## config.mk

```make
export PLATFORM = sky130hd
export DESIGN_NAME = des_subkey_gen_dec
export DESIGN_NICKNAME = d
export VERILOG_FILES = /design/src/rtl/des_subkey_gen_dec.sv
export SDC_FILE = /design/constraint.sdc
export NUM_CORES = 1
export LEC_CHECK = 0
export CORE_MARGIN = 1
export CORE_UTILIZATION = 24
export CTS_CLUSTER_SIZE = 40
export DETAILED_ROUTE_END_ITERATION = 8
export PLACE_DENSITY_LB_ADDON = 0.25
export SYNTH_ARGS = -nofsm -noshare
export SYNTH_HDL_FRONTEND = slang
export SYNTH_SLANG_ARGS = --single-unit
```

## constraint.sdc

```tcl
create_clock -name clk -period 2.5 [get_ports clk]
set_clock_uncertainty 0.05 [all_clocks]
set_input_delay 0.625 -clock clk [delete_from_list [all_inputs] [get_ports clk]]
set_output_delay 0.625 -clock clk [all_outputs]
set_load 0.1 [all_outputs]
```

## src/rtl/des_subkey_gen_dec.sv

```systemverilog
// DES key schedule, decryption order: emits K16 first down to K1.
// C/D are rotated right between beats, undoing the encryption left shifts.
// One registered 48-bit subkey per valid/ready handshake; done pulses after K1.
module des_subkey_gen_dec #(
  parameter int unsigned NUM_ROUNDS = 16
) (
  input  logic        clk,
  input  logic        rst,
  input  logic        start,
  input  logic [63:0] key_in,
  input  logic        subkey_ready,
  output logic [47:0] subkey,
  output logic        subkey_valid,
  output logic [3:0]  round_idx,
  output logic        busy,
  output logic        done
);

  typedef enum logic {IDLE, RUN} state_t;

  // Counter width follows NUM_ROUNDS; it must match the 4-bit round_idx port.
  localparam int unsigned CNT_W = $clog2(NUM_ROUNDS);
  localparam logic [CNT_W-1:0] LAST_IDX = CNT_W'(NUM_ROUNDS - 1);

  // Permuted choice 1: FIPS bit numbers (1 = MSB of key_in), C half then D half.
  localparam int unsigned PC1_TBL [56] = '{
    57, 49, 41, 33, 25, 17,  9,  1, 58, 50, 42, 34, 26, 18,
    10,  2, 59, 51, 43, 35, 27, 19, 11,  3, 60, 52, 44, 36,
    63, 55, 47, 39, 31, 23, 15,  7, 62, 54, 46, 38, 30, 22,
    14,  6, 61, 53, 45, 37, 29, 21, 13,  5, 28, 20, 12,  4
  };

  // Permuted choice 2: FIPS bit numbers into C||D (1 = MSB of C).
  localparam int unsigned PC2_TBL [48] = '{
    14, 17, 11, 24,  1,  5,  3, 28, 15,  6, 21, 10,
    23, 19, 12,  4, 26,  8, 16,  7, 27, 20, 13,  2,
    41, 52, 31, 37, 47, 55, 30, 40, 51, 45, 33, 48,
    44, 49, 39, 56, 34, 53, 46, 42, 50, 36, 29, 32
  };

  function automatic logic [55:0] pc1(input logic [63:0] key);
    logic [55:0] r;
    r = '0;
    for (int unsigned i = 0; i < 56; i++) begin
      r[55-i] = key[64-PC1_TBL[i]];
    end
    return r;
  endfunction

  function automatic logic [47:0] pc2(input logic [55:0] cd);
    logic [47:0] r;
    r = '0;
    for (int unsigned i = 0; i < 48; i++) begin
      r[47-i] = cd[56-PC2_TBL[i]];
    end
    return r;
  endfunction

  // Right rotation toward higher FIPS bit numbers (bit 1 is the MSB).
  function automatic logic [27:0] rotr(input logic [27:0] v, input logic two);
    return two ? {v[1:0], v[27:2]} : {v[0], v[27:1]};
  endfunction

  state_t            state, state_nxt;
  logic [27:0]       c_q, d_q;
  logic [27:0]       c_rot, d_rot;
  logic [CNT_W-1:0]  cnt_q;
  logic [CNT_W-1:0]  nidx;
  logic [47:0]       subkey_q;
  logic              done_q;
  logic              hs;
  logic              last_beat;
  logic              rot_two;
  logic [55:0]       key_cd;

  assign hs        = subkey_valid & subkey_ready;
  assign last_beat = hs & (cnt_q == LAST_IDX);
  assign key_cd    = pc1(key_in);

  // Rotation for the index being entered; the wrap back to 0 rotates by 1
  // so the full pass totals 28 and C/D return to C0/D0.
  always_comb begin
    nidx    = cnt_q + CNT_W'(1);
    rot_two = !((nidx == CNT_W'(1)) || (nidx == CNT_W'(8)) ||
                (nidx == CNT_W'(15)) || (nidx == '0));
    c_rot   = rotr(c_q, rot_two);
    d_rot   = rotr(d_q, rot_two);
  end

  // State register.
  always_ff @(posedge clk) begin
    if (rst) begin
      state <= IDLE;
    end else begin
      state <= state_nxt;
    end
  end

  // Next-state logic: start only sampled in IDLE, RUN ends on the K1 handshake.
  always_comb begin
    state_nxt = state;
    unique case (state)
      IDLE: if (start)     state_nxt = RUN;
      RUN:  if (last_beat) state_nxt = IDLE;
      default:             state_nxt = IDLE;
    endcase
  end

  // Output decode from state.
  always_comb begin
    busy         = 1'b0;
    subkey_valid = 1'b0;
    if (state == RUN) begin
      busy         = 1'b1;
      subkey_valid = 1'b1;
    end
  end

  // Key registers, round counter, registered subkey and done pulse.
  always_ff @(posedge clk) begin
    if (rst) begin
      c_q      <= '0;
      d_q      <= '0;
      cnt_q    <= '0;
      subkey_q <= '0;
      done_q   <= 1'b0;
    end else begin
      done_q <= 1'b0;
      if (state == IDLE) begin
        if (start) begin
          c_q      <= key_cd[55:28];
          d_q      <= key_cd[27:0];
          cnt_q    <= '0;
          subkey_q <= pc2(key_cd);
        end
      end else if (hs) begin
        c_q <= c_rot;
        d_q <= d_rot;
        if (last_beat) begin
          // Subkey intentionally holds K1 after the final beat.
          cnt_q  <= '0;
          done_q <= 1'b1;
        end else begin
          cnt_q    <= nidx;
          subkey_q <= pc2({c_rot, d_rot});
        end
      end
    end
  end

  assign subkey    = subkey_q;
  assign round_idx = cnt_q;
  assign done      = done_q;

endmodule

```

# ---- Word-level counts from Yosys, hierarchy flattened
# Cells that the tools add are included.
dict set report op_classes {
  addsub 1
  mux 21
  eq_ne 6
  reduce_logical 8
  n_bitwise 4
}
# op count
set ops {}
lappend ops {{two-way mux 28 bit} 8}
lappend ops {{two-way mux 48 bit} 4}
lappend ops {{two-way mux 4 bit} 4}
lappend ops {{equality test 4 bit (second input constant)} 3}
lappend ops {{adder 4 x 1 -> 4 bit (second input constant)} 1}
lappend ops {{equality test 4 x 1 -> 1 bit (second input constant)} 1}
lappend ops {{zero test 4 bit} 1}
lappend ops {{two-way mux 1 bit} 4}
lappend ops {{logical OR 1 bit} 3}
lappend ops {{AND reduction 3 bit} 1}
lappend ops {{OR reduction 3 bit} 1}
lappend ops {{bitwise AND 1 bit} 2}
lappend ops {{!= test 2 x 1 -> 1 bit (second input constant)} 1}
lappend ops {{!= test 2 bit (second input constant)} 1}
lappend ops {{inverter 1 bit} 2}
lappend ops {{case mux 1 bit (2 select lines)} 1}
lappend ops {{AND reduction 2 bit} 1}
lappend ops {{nonzero test 2 bit} 1}
dict set report totals {
  register_bits 110
  word_cells 46
  output_inout_bits 55
}

# ---- Longest topological paths before layout
dict set report logic_depth {
  depth_word 9
  mapped_depth 9
  ltp_nobuf 7
}

# ---- Least setup slack after synthesis
# OpenSTA, ideal clock, no wires.
dict set report synth_path {
  path_type {register to register}
  from {reg cnt_q[1] (netlist: round_idx[1])}
  to {reg c_q[17]}
  setup_time_ns 0.128
  required_time_ns 2.322
  setup_slack_ns -0.433
  arrival_ns 2.756
  stages_incl_launch_ff 9
  n_path_buf 2
  cell_sequence {dfxtp_1 ha_1 nand3b_1 mux2_1 a32oi_2 buf_6 buf_4 mux2i_1 o21ai_1}
}
dict set report synth_via {
  elab_chain_len 8
}
# item line_no
set synth_lines {}
lappend synth_lines {{from (decl)} 67} ;# logic [CNT_W-1:0] cnt_q;
lappend synth_lines {{from (signal assigned)} 144} ;# cnt_q <= nidx;
lappend synth_lines {{adder 4 x 1 -> 4 bit *} 83} ;# nidx = cnt_q + CNT_W'(1);
lappend synth_lines {{equality test 4 x 1 -> 1 bit / equality test 4 bit (equally long branches)} 84} ;# rot_two = !((nidx == CNT_W'(1)) || (nidx == CNT_W'(8)) ||
lappend synth_lines {{logical OR 1 bit (2 in a row)} 84}
lappend synth_lines {{logical OR 1 bit *} 85} ;# (nidx == CNT_W'(15)) || (nidx == '0));
lappend synth_lines {{two-way mux 28 bit *} 61} ;# return two ? {v[1:0], v[27:2]} : {v[0], v[27:1]};
lappend synth_lines {{two-way mux 28 bit *} 136} ;# end else if (hs) begin
lappend synth_lines {{two-way mux 28 bit *} 129} ;# if (state == IDLE) begin
lappend synth_lines {{to (signal assigned)} 131} ;# c_q <= key_cd[55:28];
lappend synth_lines {{to (signal assigned)} 137} ;# c_q <= c_rot;
lappend synth_lines {{to (decl)} 65} ;# logic [27:0] c_q, d_q;
# Every way passes the cells marked *; elsewhere a longest branch is shown, timed or not. The select of a mux whose other input is x is not followed.
# A chain may end at the register's enable or synchronous reset.

# ---- Worst setup path in the final report
dict set report layout_path {
  from {reg cnt_q[0] (netlist: round_idx[0])}
  to {reg subkey_q[4] (netlist: subkey[4])}
}
dict set report layout_via {
  elab_chain_len 9
}
# item line_no
set layout_lines {}
lappend layout_lines {{adder 4 x 1 -> 4 bit} 83}
lappend layout_lines {{equality test 4 x 1 -> 1 bit / equality test 4 bit (equally long branches)} 84}
lappend layout_lines {{logical OR 1 bit (2 in a row)} 84}
lappend layout_lines {{logical OR 1 bit} 85}
lappend layout_lines {{two-way mux 28 bit} 61}
lappend layout_lines {{two-way mux 48 bit} 139} ;# if (last_beat) begin
lappend layout_lines {{two-way mux 48 bit} 136}
lappend layout_lines {{two-way mux 48 bit} 129}
lappend layout_lines {{to (signal assigned)} 134} ;# subkey_q <= pc2(key_cd);
lappend layout_lines {{to (signal assigned)} 145} ;# subkey_q <= pc2({c_rot, d_rot});
lappend layout_lines {{to (decl)} 69} ;# logic [47:0] subkey_q;
# Parallel ways exist; a longest one is shown, timed or not. The select of a mux whose other input is x is not followed.

==> metrics.txt <==
Primary FF master, synth dfxtp_1; first drt pass iteration count 5; most frequent cells in the layout 105 x dfxtp_1, 99 x nand3b_1, 67 x buf_4; CP max stage delay 0.38 ns; Die Ht 154 µm; Post-synth EDFFs 0; WL met2 7170 µm; Worst Path Max Fanout 22; initial antenna violation count 0; largest net degree at the start of global routing 66; YS warnings 0; worst hold slack 0.427 ns; share of async-settable or async-resettable flops after synthesis 0%; number of non-filler instances in the completed layout 993; syn_nets 686; total power 4.82 mW; gpl congestion 0.729; critical path data arrival time 2.57 ns; worst hold path type register to register; PwrDens 661 nW/µm²; CP bufs+invs 2; commonest non-fill, non-tap cell in the layout dfxtp_1; critical path's slowest cell dfxtp_4; worst skew pair latency 0.36 ns; die area 23800 µm²; Overflow after GRT 0; final worst-path cycle share 95.8%; CTS tree done; status complete, no violations; Crit Path Category register to register; Mean Syn Cell Area 9.08 µm²; Final setup viols 0; FMAX 417 MHz; Initial Util 24.5%; reg2reg path depth 8; Area Growth Syn to Fin 30.8%; drt total wl 16000 µm; Hold Path Depth 2; number of global-route vias before repair 4582; CTS clk-pin slew, worst paths 0.08 ns; ANT nets after route 0; clk buf depth 2; Synth Instances 614; sequential fraction of the synthesis area 39.5%; 1st-iter DRT viols 219; Via density 4.79; CP top delay family multiplexers; cell row count 55; drt drc 0; Pins Over Slew Limit 0; HPWL after DPL 10700 µm; clk sinks 110; DIE WIDTH 154 µm; Placed Cells 977; All-Layer GR Usage 13.5%; Most common cell on crit path buf_12; n_diodes 0; Pleak 3.01 nW; WL met1 7860 µm; Slew @ Worst Pin 0.500 ns; Setup crit start kind register; Critical Path RT 2.68 ns; Netlist Area Pre-Place 5570 µm²; minimum clock period 2.40 ns; flops & latches, synth 110; routed len/inst 16.1 µm; first-pass GRT wire length 25600 µm; Cell Chain, Critical Path ha_1 -> nand3b_1 -> mux2_1 -> a32oi_4 -> buf_12 -> buf_12 -> mux2i_1 -> o31ai_1; share of layout cells above drive strength 1 14.8%; total number of vias 4753; Setup crit end kind register; Synth cell types 32; I/O Buffers 114; Crit path depth 8; H-tree lvl count 3; layout net count 775; metal3 WL 812 µm; Worst VDD drop 0.362 mV; Core Region 22700 µm²; Slew Limit Headroom 66.7%; CTS root buf clkbuf_16; max-cap viol count 0; CTS Buf Count 9; I/O pin count 123; DR top layer met4; final core utilization 32.1%; Fin. Hold Viols 0
==> worst min-delay path, stage by stage (launching register included) <==
cell and delay (ns):
dfxtp_1 0.31, nand3b_1 0.07, o21ai_1 0.05
==> report_power, final <==
part,switching [mW],internal [mW],total (mW)
Clock,0.699,0.707,1.41
Sequential,0.0985,1.90,2.00
Combinational,0.953,0.461,1.41
==> cells in the mapped netlist (2+ instances only) <==
library cell	instances	area share, %
nand2_1	46	3.1
a21oi_1	9	0.81
nand3b_1	99	13
mux2_1	4	0.81
buf_8	2	0.54
o22ai_1	8	0.90
dfxtp_1	110	40
buf_4	3	0.40
nand3_1	3	0.27
o21ai_1	28	2.5
nor2_1	9	0.61
buf_2	5	0.45
buf_6	2	0.40
inv_1	2	0.13
nor2b_1	4	0.45
ha_1	4	0.90
nand2b_1	57	6.4
o21ai_0	6	0.54
o21bai_1	32	4.3
mux2i_1	53	9.5
a211oi_1	8	1.1
nor3_1	3	0.27
clkbuf_1	45	3.0
o31ai_1	64	8.6
==> sequential cells by signal, summed over array words and instances, names as in the netlist <==
| register | count |
|---|---|
| done | 1 |
| d_q | 28 |
| c_q | 28 |
| state | 1 |
| subkey | 48 |
| round_idx | 4 |
==> routing by layer <==
metal | vias to the layer above | GRT usage [%]
li1 | 2393 | -
met1 | 2240 | 18.2
met2 | 113 | 21.5
met3 | 7 | 3.64
met4 | 0 | 3.25
met5 | - | 0
==> worst paths after layout <==
path / from / slack [ns] / to
worst max-delay path: round_idx[0]$_SDFFE_PP0P_ / 0.10 / subkey[4]$_SDFFE_PP0P_
worst min-delay path: c_q[27]$_SDFFE_PP0P_ / 0.43 / c_q[27]$_SDFFE_PP0P_
worst max register to register: round_idx[0]$_SDFFE_PP0P_ / 0.10 / subkey[4]$_SDFFE_PP0P_
worst min register to register: c_q[27]$_SDFFE_PP0P_ / 0.43 / c_q[27]$_SDFFE_PP0P_
==> what timing repair did <==
action | CTS | global route
resized for setup | 0 | 3
buffers inserted | 0 | 0
hold buffers | 0 | 0
endpoints found under the setup margin | 0 | 4
endpoints found under the hold margin | 0 | 0
==> through the flow <==
step	setup slack (ns)	instance area, µm²	TNS (ns)
2_1_floorplan	0.0107	5580	0
3_3_place_gp	0.0661	7000	0
3_5_place_dp	0.0980	7000	0
4_1_cts	0.0908	7280	0
5_1_grt	-0.00107	7290	-0.00107
6_report	0.104	7290	0
==> cells by family (layout without fill, tap and decap cells) <==
| logic type | count (synthesis) | count (layout) | share of synthesized area, % |
|---|---|---|---|
| xor+xnor | 1 | 1 | 0.157 |
| compound gates | 158 | 158 | 19.3 |
| simple gates | 224 | 224 | 24.8 |
| fa+ha+maj | 4 | 4 | 0.898 |
| flops | 110 | 110 | 39.5 |
| mux | 57 | 57 | 10.3 |
| buf+inv | 60 | 154 | 5.03 |
==> area by class of cell <==
| cell class | instances | area (µm²) |
|---|---|---|
| Clock buffer | 11 | 243 |
| Clock inverter | 5 | 32.5 |
| Fill cell | 2406 | 15400 |
| Inverter | 2 | 7.51 |
| Multi-Input combinational cell | 444 | 3130 |
| Sequential cell | 110 | 2220 |
| Tap cell | 285 | 357 |
| Timing Repair Buffer | 136 | 1300 |
Power figures use the tool's default switching activity.
